<file path="src/rtl/avaliador_jogada.sv">
// avaliador_jogada: grades one expected note (pitch + duration) against the
// encoded keyboard and keeps a score (errors, current and best streak).
module avaliador_jogada #(
  parameter int NOTA_W        = 4,
  parameter int TEMPO_W       = 4,
  parameter int TOL           = 1,
  parameter int TIMEOUT_TICKS = 8,
  parameter int ERRO_W        = 3,
  parameter int MAX_ERROS     = 3,
  parameter int SEQ_W         = 5
) (
  input  logic                clock,
  input  logic                reset,
  input  logic                inicia,
  input  logic [NOTA_W-1:0]   nota_esperada,
  input  logic [TEMPO_W-1:0]  tempo_esperado,
  input  logic                tick,
  input  logic [NOTA_W-1:0]   nota_tocada,
  input  logic                zera_placar,
  output logic                ocupado,
  output logic                pronto,
  output logic                acerto,
  output logic                erro_nota,
  output logic                erro_tempo,
  output logic                timeout,
  output logic [ERRO_W-1:0]   erros,
  output logic [SEQ_W-1:0]    sequencia,
  output logic [SEQ_W-1:0]    max_sequencia,
  output logic                perdeu
);

  // Counter must hold both the timeout limit and the longest gradable hold.
  localparam int TEMPO_LIM = (1 << TEMPO_W) - 1 + TOL;
  localparam int CNT_MAX   = (TIMEOUT_TICKS > TEMPO_LIM) ? TIMEOUT_TICKS : TEMPO_LIM;
  localparam int CW        = $clog2(CNT_MAX + 1);
  localparam int CX        = CW + 1;
  localparam int EX        = ERRO_W + 1;

  localparam logic [CX-1:0] TOL_X       = CX'(TOL);
  localparam logic [CX-1:0] TIMEOUT_X   = CX'(TIMEOUT_TICKS);
  localparam logic [EX-1:0] MAX_ERROS_X = EX'(MAX_ERROS);

  typedef enum logic [1:0] {
    OCIOSO,
    ESPERA,
    SEGURA,
    RESULTADO
  } estado_t;

  estado_t             estado_q, estado_d;
  logic [NOTA_W-1:0]   nota_prev_q;
  logic [NOTA_W-1:0]   nota_esp_q, nota_esp_d;
  logic [TEMPO_W-1:0]  tempo_esp_q, tempo_esp_d;
  logic [CW-1:0]       cnt_q, cnt_d;
  logic                acerto_q, acerto_d;
  logic                erro_nota_q, erro_nota_d;
  logic                erro_tempo_q, erro_tempo_d;
  logic                timeout_q, timeout_d;
  logic [ERRO_W-1:0]   erros_q, erros_d;
  logic [SEQ_W-1:0]    seq_q, seq_d;
  logic [SEQ_W-1:0]    max_q, max_d;

  logic                press;
  logic                soltou;
  logic                ev_acerto;
  logic                ev_erro;
  logic [CW-1:0]       cnt_sat;
  logic [CX-1:0]       cnt_x;
  logic [CX-1:0]       cnt_inc_x;
  logic [CX-1:0]       cnt_sat_x;
  logic [CX-1:0]       tempo_x;
  logic [CX-1:0]       limite_x;
  logic [CX-1:0]       desvio_x;
  logic                dentro_tol;
  logic [SEQ_W-1:0]    seq_inc;

  // A press is a rising edge of "any key down"; a key held across inicia is not one.
  assign press  = (nota_tocada != '0) && (nota_prev_q == '0);
  assign soltou = (nota_tocada != nota_esp_q);

  // All duration arithmetic is done one bit wider than the counter so nothing wraps.
  assign cnt_x      = {1'b0, cnt_q};
  assign cnt_inc_x  = cnt_x + CX'(1);
  assign cnt_sat    = (cnt_q == '1) ? cnt_q : cnt_q + CW'(1);
  assign cnt_sat_x  = {1'b0, cnt_sat};
  assign tempo_x    = CX'(tempo_esp_q);
  assign limite_x   = tempo_x + TOL_X;
  assign desvio_x   = (cnt_x >= tempo_x) ? (cnt_x - tempo_x) : (tempo_x - cnt_x);
  assign dentro_tol = (desvio_x <= TOL_X);

  // State, latched expectations, hold counter and result flags.
  always_ff @(posedge clock) begin
    if (reset) begin
      estado_q     <= OCIOSO;
      nota_prev_q  <= '0;
      nota_esp_q   <= '0;
      tempo_esp_q  <= '0;
      cnt_q        <= '0;
      acerto_q     <= 1'b0;
      erro_nota_q  <= 1'b0;
      erro_tempo_q <= 1'b0;
      timeout_q    <= 1'b0;
    end else begin
      estado_q     <= estado_d;
      nota_prev_q  <= nota_tocada;
      nota_esp_q   <= nota_esp_d;
      tempo_esp_q  <= tempo_esp_d;
      cnt_q        <= cnt_d;
      acerto_q     <= acerto_d;
      erro_nota_q  <= erro_nota_d;
      erro_tempo_q <= erro_tempo_d;
      timeout_q    <= timeout_d;
    end
  end

  // Next state and grading decision; ev_* mark the edge at which a result is produced.
  always_comb begin
    estado_d     = estado_q;
    nota_esp_d   = nota_esp_q;
    tempo_esp_d  = tempo_esp_q;
    cnt_d        = cnt_q;
    acerto_d     = acerto_q;
    erro_nota_d  = erro_nota_q;
    erro_tempo_d = erro_tempo_q;
    timeout_d    = timeout_q;
    ev_acerto    = 1'b0;
    ev_erro      = 1'b0;

    case (estado_q)
      OCIOSO: begin
        if (inicia) begin
          nota_esp_d   = nota_esperada;
          tempo_esp_d  = tempo_esperado;
          cnt_d        = '0;
          acerto_d     = 1'b0;
          erro_nota_d  = 1'b0;
          erro_tempo_d = 1'b0;
          timeout_d    = 1'b0;
          estado_d     = ESPERA;
        end
      end

      ESPERA: begin
        // A press outranks a timeout tick arriving in the same cycle.
        if (press) begin
          if (nota_tocada == nota_esp_q) begin
            cnt_d    = '0;
            estado_d = SEGURA;
          end else begin
            erro_nota_d = 1'b1;
            ev_erro     = 1'b1;
            estado_d    = RESULTADO;
          end
        end else if (tick) begin
          if (cnt_inc_x >= TIMEOUT_X) begin
            timeout_d = 1'b1;
            ev_erro   = 1'b1;
            estado_d  = RESULTADO;
          end else begin
            cnt_d = cnt_inc_x[CW-1:0];
          end
        end
      end

      SEGURA: begin
        // Release is graded on the count before any tick of the same cycle.
        if (soltou) begin
          if (dentro_tol) begin
            acerto_d  = 1'b1;
            ev_acerto = 1'b1;
          end else begin
            erro_tempo_d = 1'b1;
            ev_erro      = 1'b1;
          end
          estado_d = RESULTADO;
        end else if (tick) begin
          if (cnt_sat_x > limite_x) begin
            erro_tempo_d = 1'b1;
            ev_erro      = 1'b1;
            estado_d     = RESULTADO;
          end else begin
            cnt_d = cnt_sat;
          end
        end
      end

      RESULTADO: begin
        estado_d = OCIOSO;
      end

      default: begin
        estado_d = OCIOSO;
      end
    endcase
  end

  // Score registers.
  always_ff @(posedge clock) begin
    if (reset) begin
      erros_q <= '0;
      seq_q   <= '0;
      max_q   <= '0;
    end else begin
      erros_q <= erros_d;
      seq_q   <= seq_d;
      max_q   <= max_d;
    end
  end

  // Score update on a result; a clear request wins over a simultaneous result.
  always_comb begin
    erros_d = erros_q;
    seq_d   = seq_q;
    max_d   = max_q;
    seq_inc = (seq_q == '1) ? seq_q : seq_q + SEQ_W'(1);

    if (zera_placar) begin
      erros_d = '0;
      seq_d   = '0;
      max_d   = '0;
    end else if (ev_acerto) begin
      seq_d = seq_inc;
      if (seq_inc > max_q) begin
        max_d = seq_inc;
      end
    end else if (ev_erro) begin
      if (erros_q != '1) begin
        erros_d = erros_q + ERRO_W'(1);
      end
      seq_d = '0;
    end
  end

  assign ocupado       = (estado_q != OCIOSO);
  assign pronto        = (estado_q == RESULTADO);
  assign acerto        = acerto_q;
  assign erro_nota     = erro_nota_q;
  assign erro_tempo    = erro_tempo_q;
  assign timeout       = timeout_q;
  assign erros         = erros_q;
  assign sequencia     = seq_q;
  assign max_sequencia = max_q;
  assign perdeu        = ({1'b0, erros_q} >= MAX_ERROS_X);

endmodule

</file>
<file path="config.mk">
export PLATFORM = sky130hd
export DESIGN_NAME = avaliador_jogada
export DESIGN_NICKNAME = d
export VERILOG_FILES = /design/src/rtl/avaliador_jogada.sv
export SDC_FILE = /design/constraint.sdc
export NUM_CORES = 1
export LEC_CHECK = 0
export CAP_MARGIN = 25
export CELL_PAD_IN_SITES_DETAIL_PLACEMENT = 0
export CELL_PAD_IN_SITES_GLOBAL_PLACEMENT = 1
export CORE_ASPECT_RATIO = 1.4
export CORE_UTILIZATION = 47
export DETAILED_ROUTE_END_ITERATION = 12
export DONT_BUFFER_PORTS = 1
export GPL_TIMING_DRIVEN = 0
export PLACE_DENSITY_LB_ADDON = 0.1
export SLEW_MARGIN = 20
export SYNTH_ARGS = -nofsm -noshare
export SYNTH_HDL_FRONTEND = slang
export SYNTH_SLANG_ARGS = --single-unit
</file>
<file path="constraint.sdc">
create_clock -name clock -period 4.3 [get_ports clock]
set_input_delay 1.29 -clock clock [delete_from_list [all_inputs] [get_ports clock]]
set_output_delay 1.29 -clock clock [all_outputs]
set_load 0.05 [all_outputs]
</file>
# == Word-level counts from Yosys, hierarchy flattened ==
# Index checks and enable logic that the tools add are counted.
# totals
elab_cells,122
out_inout_bits,20
register_bits,36
# classes
n_reduce_logical,19
addsub,7
n_eq_ne,26
n_mux,51
magnitude_cmp,6
n_bitwise,1
# op_table
operator,n
two-way mux 5 bit,12
two-way mux 1 bit,24
"inequality test 3 bit, second input constant",8
"inequality test 2 bit, second input constant",11
case mux 5 bit (3 select lines),1
AND reduction 5 bit,3
two-way mux 2 bit,7
"adder 5 x 1 -> 5 bit, second input constant",2
"== test 5 bit, second input constant",2
> comparator 5 bit,2
case mux 1 bit (2 select lines),5
case mux 2 bit (4 select lines),1
AND reduction 4 bit,2
AND reduction 8 bit,1
nonzero test 2 bit,4
"adder 5 x 1 -> 6 bit, second input constant",1
"greater-or-equal comparator 6 x 4 -> 1 bit, second input constant",1
"<= comparator 6 x 1 -> 1 bit, second input constant",1
two-way mux 6 bit,1
subtractor 4 x 5 -> 6 bit,1
subtractor 5 x 4 -> 6 bit,1
"adder 4 x 1 -> 5 bit, second input constant",1
greater-or-equal comparator 5 x 4 -> 1 bit,1
"== test 2 bit, second input constant",2
14 further kinds,15

# == Logic depth before layout (Yosys ltp) ==
# depth
ltp_word,9
mapped_depth,16

# == Worst setup path before layout ==
# No wires, ideal clock.
# synth_path
kind,register to register
start,reg cnt_q[1]
end,reg cnt_q[0]
t_required_ps,4229
setup_slack_ps,1048
path_stages_with_launch,15
arrival_ps,3182
path_cell_list,dfxtp_1 > ha_1 > nand3_1 > inv_1 > ha_1 > clkbuf_1 > mux2_2 > ha_1 > nor2b_1 > o31ai_1 > a21oi_1 > o21ai_0 > o211ai_2 > or3_1 > a21oi_1
# synth_between
elab_chain_len,6
# synth_lines
element,line_no,rtl
start: declaration,54,"logic [CW-1:0] cnt_q, cnt_d;"
start signal: assignment,108,cnt_q <= cnt_d;
"parallel branches: the longest is 6 deep, another holds adder 5 x 1 -> 5 bit",--,
# Parallel ways; which one is timed is not known. The select of a mux whose other input is x is not followed.
# A chain may end at the register's enable or synchronous reset.

# == Final worst setup path ==
# layout_path
start,reg cnt_q[1]
end,reg cnt_q[1]
# layout_between
elab_chain_len,6
# layout_lines
element
"parallel branches: the longest is 6 deep, another holds adder 5 x 1 -> 5 bit"
# Parallel ways; which one is timed is not known. The select of a mux whose other input is x is not followed.

==> metrics.yaml <==
most-common-layout-cells: "39 x sky130_fd_sc_hd__nand2_1, 36 x sky130_fd_sc_hd__dfxtp_1, 32 x sky130_fd_sc_hd__ha_1"
drive_gt1_share_pct: 7.03
synthDistinctLibCells: 57
chipHeight_um: 90.0
routed_via_density: 5.64
synthesis.area_um2: 2600
globalplace.congestion: 0.883
dr_total_vias: 2216
sequential_element_share_of_the_synthesized_area_pct: 27.7
synth_cells: 319
max-vdd-ir-drop_uv: 233
die_footprint_um2: 5840
dr.pass1.iters: 6
worst_r2r_endpoint: "cnt_q[1]$_SDFFE_PP0P_"
period_share_pct: 88.7
ys_seq_elements: 36
power_per_cell_area_nw_per_um2: 456
crit_fanout: 9
remaining_routing_drc_violations: 0
globalRouteOverflowTotal: 0
timing_hold_violations_final: 0
std_cell_rows: 31
critical_path.endpoint_type: "flip-flop"
dominantRegCellSynth: "sky130_fd_sc_hd__dfxtp_1"
largest_net_degree_at_the_start_of_global_routing: 12
grt_pass1_wl_um: 10400
max_clock_freq_mhz: 262
tritoncts: "built"
detail_route.wirelength_um: 6180
route.antenna.remaining_nets: 0
shortest_period_the_worst_path_allows_ns: 3.81
ports: 37
drt_iter0_markers: 49
rsz0062_at_grt: "false"
worstMarginPinSlew_ns: 0.768
first_global_vias: 2201
p_leak_uw: 0.00114
synthArstFlopShare_pct: 0
synthToLayoutAreaGrowth_pct: 6.78
routed_length_per_instance_um: 15.7
result_of_the_run: "finished clean"
report.final.setup_viol: 0
antenna_violations_before_repair: 0
floorplan.core_area_um2: 5240
synth_enable_flop_cells: 0
max-cap-violations: 0
worst_skew_pair.late_latency_ns: 0.29
post_cts_resize_count: 0
worstSetupStartpointType: "flip-flop"
syn-mean-instance-area_um2: 8.16
max-clock-path-buffers: 2
worst-endpoint-required_ns: 4.52
setup.worst_path.end: "cnt_q[1]$_SDFFE_PP0P_"
worst_slew_margin_rel_pct: 48.2
regToRegStartpoint: "cnt_q[1]$_SDFFE_PP0P_"
drv_slew: 0
source_of_the_critical_timing_path: "cnt_q[1]$_SDFFE_PP0P_"
clock_tree.root_cell: "sky130_fd_sc_hd__clkbuf_8"
regToRegSetupSlack_ns: 0.49
worst_hold_path_type: "reg2reg"
port_buffers: 0
fp.dieW_um: 64.9
finalNetCount: 377
antenna_cells: 0
worst_setup_hold_path_clk_slew_ns: 0.07
setup-tns-final_ns: 0
cts_setup_buffers: 0
start_util_pct: 49.7
clock-skew-final_ns: 0.00478
yosys_warnings: 0
synthesized_netlist_net_count: 370
cts.sink_count: 36
post-dp-hpwl_um: 4890
mostFrequentLayoutCell: "sky130_fd_sc_hd__nand2_1"
worst-r2r-cell-count: 14
htree_num_levels: 2
gr-usage-all-layers_pct: 23.2
numCtsBuffers: 5
timing.hold.ws_ns: 0.467
worst-setup-path-type: "reg2reg"
ctsHoldBuffers: 0
critPathArrivalTime_ns: 4.03
[power breakdown]
group          total, uW  internal (uW)  switching (uW)
clock network        257            130             127
registers            430            367            63.1
logic                579            207             372
[cell type report]
cell class              count  area [um2]
well taps                  66        82.6
flip-flops and latches     36         721
inverters                  25        93.8
fillers                   547        2460
plain buffers              10        47.5
clock buffers               7        86.3
multi-input cells         248        1740
clock inverters             1        7.51
[critical path, stage by stage (launching register included)]
cell	delay [ns]
sky130_fd_sc_hd__dfxtp_1	0.53
sky130_fd_sc_hd__ha_1	0.28
sky130_fd_sc_hd__nand3_1	0.13
sky130_fd_sc_hd__inv_1	0.08
sky130_fd_sc_hd__ha_1	0.13
sky130_fd_sc_hd__clkbuf_1	0.32
sky130_fd_sc_hd__mux2_2	0.41
sky130_fd_sc_hd__ha_1	0.31
sky130_fd_sc_hd__nor2b_1	0.13
sky130_fd_sc_hd__o31ai_1	0.31
sky130_fd_sc_hd__a21oi_1	0.13
sky130_fd_sc_hd__o21ai_0	0.21
sky130_fd_sc_hd__o211ai_2	0.22
sky130_fd_sc_hd__or3b_1	0.41
sky130_fd_sc_hd__a21oi_1	0.12
[per-layer routing]
metal / part of all wire [%] / routed length [um] / global-route usage [%]
met1: 39 / 2390 / 23.1
met2: 55 / 3400 / 43.9
met3: 4.0 / 245 / 5.58
met4: 2.4 / 146 / 9.63
met5: 0 / 0 / 0
[cells by family (layout without fill, tap and decap cells)]
group,Yosys count,count (layout),share of synthesized area [%]
and+or+nand+nor,120,120,23.3
DFF,36,36,27.7
AOI/OAI and AO/OA,78,78,21.0
muxes,4,4,1.63
buffers and inverters,35,43,5.43
adders and majority gates,34,34,16.9
xor gates and xnor gates,12,12,4.04
[sequential cells by signal, summed over array words and instances (netlist names)]
name and flops:
timeout 1, erros 3, cnt_q 5, erro_nota 1, nota_esp_q 4, tempo_esp_q 4
sequencia 5, acerto 1, max_sequencia 5, nota_prev_q 4, erro_tempo 1, estado_q 2
[through the flow]
| stage | setup slack [ns] | utilization, % | cell area (um2) | total power (uW) | instances |
|---|---|---|---|---|---|
| 6_report | 0.487 | 53.1 | 2780 | 1270 | 393 |
| 4_1_cts | 0.439 | 53.1 | 2780 | 1280 | 393 |
| 3_3_place_gp | 0.447 | 51.3 | 2690 | 1010 | 385 |
| 5_1_grt | 0.162 | 53.1 | 2780 | 1370 | 393 |
| 3_5_place_dp | 0.464 | 51.3 | 2690 | 1020 | 385 |
| 2_1_floorplan | 1.05 | - | 2600 | 882 | 319 |
[worst min-delay path by stage]
stage	startpoint	end	slack [ns]	cells after the start
floorplan	nota_esp_q[0]$_SDFFE_PP0P_	nota_esp_q[0]$_SDFFE_PP0P_	0.45	2
global placement	nota_esp_q[2]$_SDFFE_PP0P_	nota_esp_q[2]$_SDFFE_PP0P_	0.46	2
finish	nota_esp_q[2]$_SDFFE_PP0P_	nota_esp_q[2]$_SDFFE_PP0P_	0.47	2
global route	nota_esp_q[2]$_SDFFE_PP0P_	nota_esp_q[2]$_SDFFE_PP0P_	0.49	2
detailed placement	nota_esp_q[2]$_SDFFE_PP0P_	nota_esp_q[2]$_SDFFE_PP0P_	0.46	2
CTS	nota_esp_q[2]$_SDFFE_PP0P_	nota_esp_q[2]$_SDFFE_PP0P_	0.47	2
[Yosys cell counts (all sizes together), types with 5 or more instances]
cell	count	share of area, %
ha	32	15
xor2	7	2.4
nand2	39	5.6
xnor2	5	1.7
clkbuf	8	1.2
nor2	21	3.0
a21oi	31	6.0
inv	24	3.5
o21ai	14	2.7
dfxtp	36	28
nor2b	7	1.7
o31ai	6	1.7
nand2b	9	2.2
nand3	15	2.9
or3	5	1.2
(Power assumes the default switching activity.)
